**config.mk**
```make
export PLATFORM = sky130hd
export DESIGN_NAME = keypad_auth
export DESIGN_NICKNAME = d
export VERILOG_FILES = /design/src/rtl/keypad_pkg.sv /design/src/rtl/keypad_cred_rom.sv /design/src/rtl/keypad_auth.sv
export SDC_FILE = /design/constraint.sdc
export NUM_CORES = 1
export LEC_CHECK = 0
export BUFFER_PORTS_ARGS = -buffer_cell sky130_fd_sc_hd__buf_2
export CAP_MARGIN = 20
export CORE_MARGIN = 3
export CORE_UTILIZATION = 55
export DETAILED_ROUTE_END_ITERATION = 10
export PLACE_DENSITY = 0.71
export SETUP_SLACK_MARGIN = 0.15
export SYNTH_ARGS = -nofsm -noshare
export SYNTH_HDL_FRONTEND = slang
export SYNTH_SLANG_ARGS = --single-unit
```
**constraint.sdc**
```tcl
create_clock -name clk -period 2.75 [get_ports clk]
set_clock_uncertainty 0.15 [all_clocks]
set_input_delay 0.825 -clock clk [delete_from_list [all_inputs] [get_ports clk]]
set_output_delay 0.825 -clock clk [all_outputs]
set_load 0.1 [all_outputs]
```
**src/rtl/keypad_pkg.sv**
```systemverilog
// Shared definitions for the keypad authenticator: key codes, FSM states,
// default credential table and a small key-classification helper.
package keypad_pkg;

    localparam logic [3:0] KEY_STAR = 4'hA;
    localparam logic [3:0] KEY_HASH = 4'hB;

    typedef enum logic [2:0] {
        ST_IDLE  = 3'd0,
        ST_USER  = 3'd1,
        ST_PASS  = 3'd2,
        ST_CHECK = 3'd3,
        ST_LOCK  = 3'd4
    } state_t;

    // Default table for 4 users, 3-digit usernames and 4-digit passwords; entry 0 is in the low digits.
    localparam logic [47:0] DEF_USER_TABLE = 48'h999_042_777_123;
    localparam logic [63:0] DEF_PASS_TABLE = 64'h9876_1234_0000_4567;

    function automatic logic is_digit(input logic [3:0] code);
        return code <= 4'd9;
    endfunction

endpackage

```
**src/rtl/keypad_cred_rom.sv**
```systemverilog
// Combinational credential lookup: reports whether the BCD username/password
// pair appears in the table and, if so, the lowest matching index.
module keypad_cred_rom
    import keypad_pkg::*;
#(
    parameter int USER_DIGITS = 3,
    parameter int PASS_DIGITS = 4,
    parameter int NUM_USERS   = 4,
    parameter logic [NUM_USERS*USER_DIGITS*4-1:0] USER_TABLE = DEF_USER_TABLE,
    parameter logic [NUM_USERS*PASS_DIGITS*4-1:0] PASS_TABLE = DEF_PASS_TABLE
) (
    input  logic [USER_DIGITS*4-1:0]     user,
    input  logic [PASS_DIGITS*4-1:0]     pass,
    output logic                         hit,
    output logic [$clog2(NUM_USERS)-1:0] index
);

    localparam int UW = USER_DIGITS * 4;
    localparam int PW = PASS_DIGITS * 4;
    localparam int IW = $clog2(NUM_USERS);

    // Scan from the top so the lowest matching entry wins.
    always_comb begin
        hit   = 1'b0;
        index = '0;
        for (int i = NUM_USERS - 1; i >= 0; i--) begin
            if (user == USER_TABLE[i*UW +: UW] && pass == PASS_TABLE[i*PW +: PW]) begin
                hit   = 1'b1;
                index = i[IW-1:0];
            end
        end
    end

endmodule

```
**src/rtl/keypad_auth.sv**
```systemverilog
// Keypad authenticator: collects "* user # pass #" entries, checks them
// against the credential table, and locks out after repeated denials.
module keypad_auth
    import keypad_pkg::*;
#(
    parameter int USER_DIGITS = 3,
    parameter int PASS_DIGITS = 4,
    parameter int NUM_USERS   = 4,
    parameter int MAX_FAIL    = 3,
    parameter int TIMEOUT_CYC = 1000,
    parameter int LOCK_CYC    = 5000,
    parameter logic [NUM_USERS*USER_DIGITS*4-1:0] USER_TABLE = DEF_USER_TABLE,
    parameter logic [NUM_USERS*PASS_DIGITS*4-1:0] PASS_TABLE = DEF_PASS_TABLE
) (
    input  logic                         clk,
    input  logic                         rst_n,
    input  logic                         key_valid,
    input  logic [3:0]                   key_code,
    output logic                         grant,
    output logic                         deny,
    output logic [$clog2(NUM_USERS)-1:0] user_id,
    output logic                         locked,
    output logic                         busy
);

    localparam int UW  = USER_DIGITS * 4;
    localparam int PW  = PASS_DIGITS * 4;
    localparam int IW  = $clog2(NUM_USERS);
    localparam int UCW = $clog2(USER_DIGITS + 1);
    localparam int PCW = $clog2(PASS_DIGITS + 1);
    localparam int FW  = $clog2(MAX_FAIL + 1);
    localparam int TW  = $clog2(TIMEOUT_CYC + 1);
    localparam int LW  = $clog2(LOCK_CYC + 1);

    state_t          state, state_nxt;
    logic [UW-1:0]   user_reg;
    logic [PW-1:0]   pass_reg;
    logic [UCW-1:0]  user_cnt;
    logic [PCW-1:0]  pass_cnt;
    logic            user_ovf, pass_ovf;
    logic [FW-1:0]   fail_cnt;
    logic [TW-1:0]   idle_cnt;
    logic [LW-1:0]   lock_cnt;
    logic            grant_q, deny_q;
    logic [IW-1:0]   user_id_q;
    logic            rom_hit;
    logic [IW-1:0]   rom_index;

    logic key_digit, key_star, key_hash, key_any;
    logic entering, timed_out, entry_ok, fail_limit, lock_done;

    assign key_digit  = key_valid && is_digit(key_code);
    assign key_star   = key_valid && key_code == KEY_STAR;
    assign key_hash   = key_valid && key_code == KEY_HASH;
    assign key_any    = key_digit || key_star || key_hash;
    assign entering   = state == ST_USER || state == ST_PASS;
    assign timed_out  = entering && !key_any && idle_cnt == TW'(TIMEOUT_CYC - 1);
    assign entry_ok   = rom_hit && !user_ovf && !pass_ovf &&
                        user_cnt == UCW'(USER_DIGITS) && pass_cnt == PCW'(PASS_DIGITS);
    assign fail_limit = fail_cnt >= FW'(MAX_FAIL - 1);
    assign lock_done  = lock_cnt == LW'(LOCK_CYC - 1);

    keypad_cred_rom #(
        .USER_DIGITS (USER_DIGITS),
        .PASS_DIGITS (PASS_DIGITS),
        .NUM_USERS   (NUM_USERS),
        .USER_TABLE  (USER_TABLE),
        .PASS_TABLE  (PASS_TABLE)
    ) u_rom (
        .user  (user_reg),
        .pass  (pass_reg),
        .hit   (rom_hit),
        .index (rom_index)
    );

    always_ff @(posedge clk or negedge rst_n) begin
        if (!rst_n) state <= ST_IDLE;
        else        state <= state_nxt;
    end

    always_comb begin
        state_nxt = state;
        case (state)
            ST_IDLE:  if (key_star) state_nxt = ST_USER;
            ST_USER: begin
                if (key_hash)       state_nxt = ST_PASS;
                else if (timed_out) state_nxt = ST_IDLE;
            end
            ST_PASS: begin
                if (key_hash)       state_nxt = ST_CHECK;
                else if (key_star)  state_nxt = ST_USER;
                else if (timed_out) state_nxt = ST_IDLE;
            end
            ST_CHECK: state_nxt = (!entry_ok && fail_limit) ? ST_LOCK : ST_IDLE;
            ST_LOCK:  if (lock_done) state_nxt = ST_IDLE;
            default:  state_nxt = ST_IDLE;
        endcase
    end

    always_comb begin
        busy    = state != ST_IDLE;
        locked  = state == ST_LOCK;
        grant   = grant_q;
        deny    = deny_q;
        user_id = user_id_q;
    end

    always_ff @(posedge clk or negedge rst_n) begin
        if (!rst_n) begin
            user_reg  <= '0;
            pass_reg  <= '0;
            user_cnt  <= '0;
            pass_cnt  <= '0;
            user_ovf  <= 1'b0;
            pass_ovf  <= 1'b0;
            fail_cnt  <= '0;
            idle_cnt  <= '0;
            lock_cnt  <= '0;
            grant_q   <= 1'b0;
            deny_q    <= 1'b0;
            user_id_q <= '0;
        end else begin
            grant_q <= state == ST_CHECK && entry_ok;
            deny_q  <= state == ST_CHECK && !entry_ok;

            // Star always restarts a fresh entry; extra digits only raise the overlength flag.
            if ((state == ST_IDLE || entering) && key_star) begin
                user_reg <= '0;
                pass_reg <= '0;
                user_cnt <= '0;
                pass_cnt <= '0;
                user_ovf <= 1'b0;
                pass_ovf <= 1'b0;
            end else if (state == ST_USER && key_digit) begin
                if (user_cnt == UCW'(USER_DIGITS)) begin
                    user_ovf <= 1'b1;
                end else begin
                    user_reg <= (user_reg << 4) | UW'(key_code);
                    user_cnt <= user_cnt + UCW'(1);
                end
            end else if (state == ST_PASS && key_digit) begin
                if (pass_cnt == PCW'(PASS_DIGITS)) begin
                    pass_ovf <= 1'b1;
                end else begin
                    pass_reg <= (pass_reg << 4) | PW'(key_code);
                    pass_cnt <= pass_cnt + PCW'(1);
                end
            end

            if (!entering || key_any)               idle_cnt <= '0;
            else if (idle_cnt != TW'(TIMEOUT_CYC))  idle_cnt <= idle_cnt + TW'(1);

            if (state == ST_LOCK && !lock_done) lock_cnt <= lock_cnt + LW'(1);
            else                                lock_cnt <= '0;

            if (state == ST_CHECK) begin
                if (entry_ok) begin
                    fail_cnt  <= '0;
                    user_id_q <= rom_index;
                end else if (fail_cnt != FW'(MAX_FAIL)) begin
                    fail_cnt <= fail_cnt + FW'(1);
                end
            end else if (state == ST_LOCK && lock_done) begin
                fail_cnt <= '0;
            end
        end
    end

endmodule

```
==> metrics.md <==
| Metric | Value |
|---|---|
| Mapped cell area | 3300 sq um |
| Initial DRT Pass Iterations | 4 |
| Clock-pin slew on the worst setup and hold paths | 0.07 ns |
| Post-Syn Area per Cell | 9.15 sq um |
| Post-Route Setup TNS | 0 ns |
| Congestion Overflow GR | 0 |
| RD Place Congestion | 0.846 |
| Largest register FFs | 16 |
| Clock Path Buffers | 2 |
| Initial DRC count | 110 |
| RSZ-0062 raised after global routing | false |
| Synth top cells by count | nand2_1 (79), dfrtp_1 (67), nor2_1 (41), o21ai_0 (32), nand3_1 (15) |
| GRT Util Overall | 20.6% |
| Cell taking the most area after synthesis | dfrtp_1 |
| Setup-failing EPs final | 0 |
| Die Wd | 83.5 um |
| # diodes | 0 |
| Post-synth EDFFs | 0 |
| Largest net degree at the start of global routing | 68 |
| Crit Path Max Fanout | 10 |
| Top Ports | 13 |
| Post-synthesis net count | 376 |
| Slowest-stage cell, CP | dfrtp_1 |
| Register area share after synthesis | 50.8% |
| Hold Buf Count CTS | 0 |
| Number of antenna-violating nets in the routed design | 0 |
| Routed vias | 2517 |
| Global-route wire length before repair | 11.7 mm |
| Main area contributors after synthesis | dfrtp_1 (51%), nand2_1 (9.0%), o21ai_0 (4.9%) |
| Drt total wl | 6.51 mm |
| Arrival time at the worst endpoint | 1.54 ns |
| Peak VDD IR | 0.000418 V |
| CTS tree | yes |
| Initial antenna violation count | 0 |
| Wire per inst | 14.3 um |
| Synth cell types | 47 |
| Core Rows | 27 |
| Minimum clock period | 2.52 ns |
| Gate count after technology mapping | 361 |
| DIE AREA | 6970 sq um |
| Setup crit start kind | flop |
| Top-count cell post-synth | nand2_1 |
| Slowest stage delay, CP | 0.50 ns |
| CTS Root Cell | clkbuf_8 |
| Warnings from Yosys | 0 |
| Critical path class | reg -> out |
| H-tree depth | 3 |
| Outcome | complete, no violations |
| CP Cell Sequence | or3_1 -> clkbuf_4 |
| Slew margin rel. | 57.7% |
| Clock sinks | 67 |
| Final Power | 2630 uW |
| Final HPWL DP | 4.47 mm |
| Area grow syn2layout | 11.1% |
| Critical path endpoint category | output pin |
| DRC | 0 |
| Worst-Margin Slew | 0.629 ns |
| Number of global-route vias before repair | 2493 |
| Fin. max-slew vios | 0 |
| Fin nets | 393 |
| Final period utilization | 91.5% |
| Layout cells sized above 1 | 11.5% |
| Prevailing post-synth register cell | dfrtp_1 |
| Crit path required time | 1.78 ns |
| Fmax | 0.397 GHz |
| Crit-path leading delay family | flip-flops |
| Hold Crit Class | reg -> reg |
| Leak pwr | 0.00159 uW |
| Worst path bufs/invs | 1 |
| Synth Register Bits | 67 |
| Max_cap viols | 0 |
| Asr flop ratio synth | 100% |
| Clock latency on the worst-skew pair | 0.34 ns |
| PortBufs | 12 |
| DR vias/cell | 5.54 |
| Synth top area share | 50.8% |
| Die Y | 83.5 um |
| Initial Utilization | 58.5% |
| Pwr/cell area | 716 nW/um^2 |
| Core Footprint | 5640 sq um |
| Fin. Hold Viols | 0 |
| Inserted Clock Buffers | 9 |
cells in the final DEF (no fill, tap or decap), drive strengths merged, types with 6 or more instances in the layout:
master  instances
a21oi           6
buf            18
clkbuf         10
dfrtp          67
ha              8
inv            11
nand2          79
nand3          15
nor2           42
nor3            6
nor4            7
o21ai          33
xnor2           8
xor2           12
power by group:
group	switching, uW	internal, uW
combinational	318	217
sequential	184	1130
clock	371	407
total	873	1760
what timing repair did:
| action | in CTS | in global routing |
|---|---|---|
| endpoints found under the hold margin | 0 | 0 |
| setup buffers | 0 | 0 |
| gates resized for setup | 1 | 1 |
| endpoints found under the setup margin | 1 | 1 |
path summary, 6_finish.rpt:
path                          endpoint  slack, ns  cells past startpoint         from
max reg2reg                 user_id[0]       0.46                      6  user_reg[3]
min                        lock_cnt[0]       0.31                      1  lock_cnt[0]
max                               busy       0.23                      2     state[1]
max in group asynchronous     state[1]       1.81                      2        rst_n
min in group asynchronous  user_reg[9]       0.35                      2        rst_n
min reg2reg                lock_cnt[0]       0.31                      1  lock_cnt[0]
cell type report:
class	count	area, sq um
multi-input combinational	270	1540
clock buffer	9	124
tap	72	90.1
sequential	67	1680
timing repair buffer	19	143
inverter	11	41.3
fill	457	1970
clock inverter	6	57.6
per-stage QoR:
| stage | worst slack (ns) | cells | area [sq um] | hold slack (ns) | util [%] |
|---|---|---|---|---|---|
| 6_report | 0.234 | 454 | 3670 | 0.312 | 65.0 |
| 3_5_place_dp | 0.0680 | 439 | 3480 | 0.306 | 61.7 |
| 5_1_grt | 0.160 | 454 | 3670 | 0.328 | 65.0 |
| 4_1_cts | 0.212 | 454 | 3670 | 0.317 | 65.0 |
| 2_1_floorplan | 0.196 | 361 | 3300 | 0.283 | - |
| 3_3_place_gp | 0.0762 | 439 | 3480 | 0.298 | 61.7 |
worst reg2reg max path, stage by stage (launching register included):
cell      delay, ns
dfrtp_1        0.43
or4_1          0.56
or3_1          0.36
o22ai_1        0.19
a221oi_2       0.13
nor2_4         0.18
mux2i_1        0.21
kinds of logic (layout without fill, tap and decap cells):
group	after synthesis	after routing	share of synthesized area, %
AND/OR/NAND/NOR	189	189	28.0
buffers and inverters	24	45	3.07
XOR/XNOR	20	20	5.31
AO/OA/AOI/OAI	50	50	8.87
multiplexers	3	3	0.947
adder cells (fa/ha/maj)	8	8	3.03
flip-flops	67	67	50.8
per-layer routing:
layer | wire (um) | global-route usage, % | share of wire [%] | vias up
met4 | 115 | 9.06 | 1.8 | 0
li1 | - | - | - | 1267
met3 | 339 | 4.64 | 5.2 | 10
met1 | 3330 | 30.5 | 51 | 1189
met2 | 2720 | 29.1 | 42 | 51
met5 | 0 | 0 | 0 | -
(Power assumes the default switching activity.)
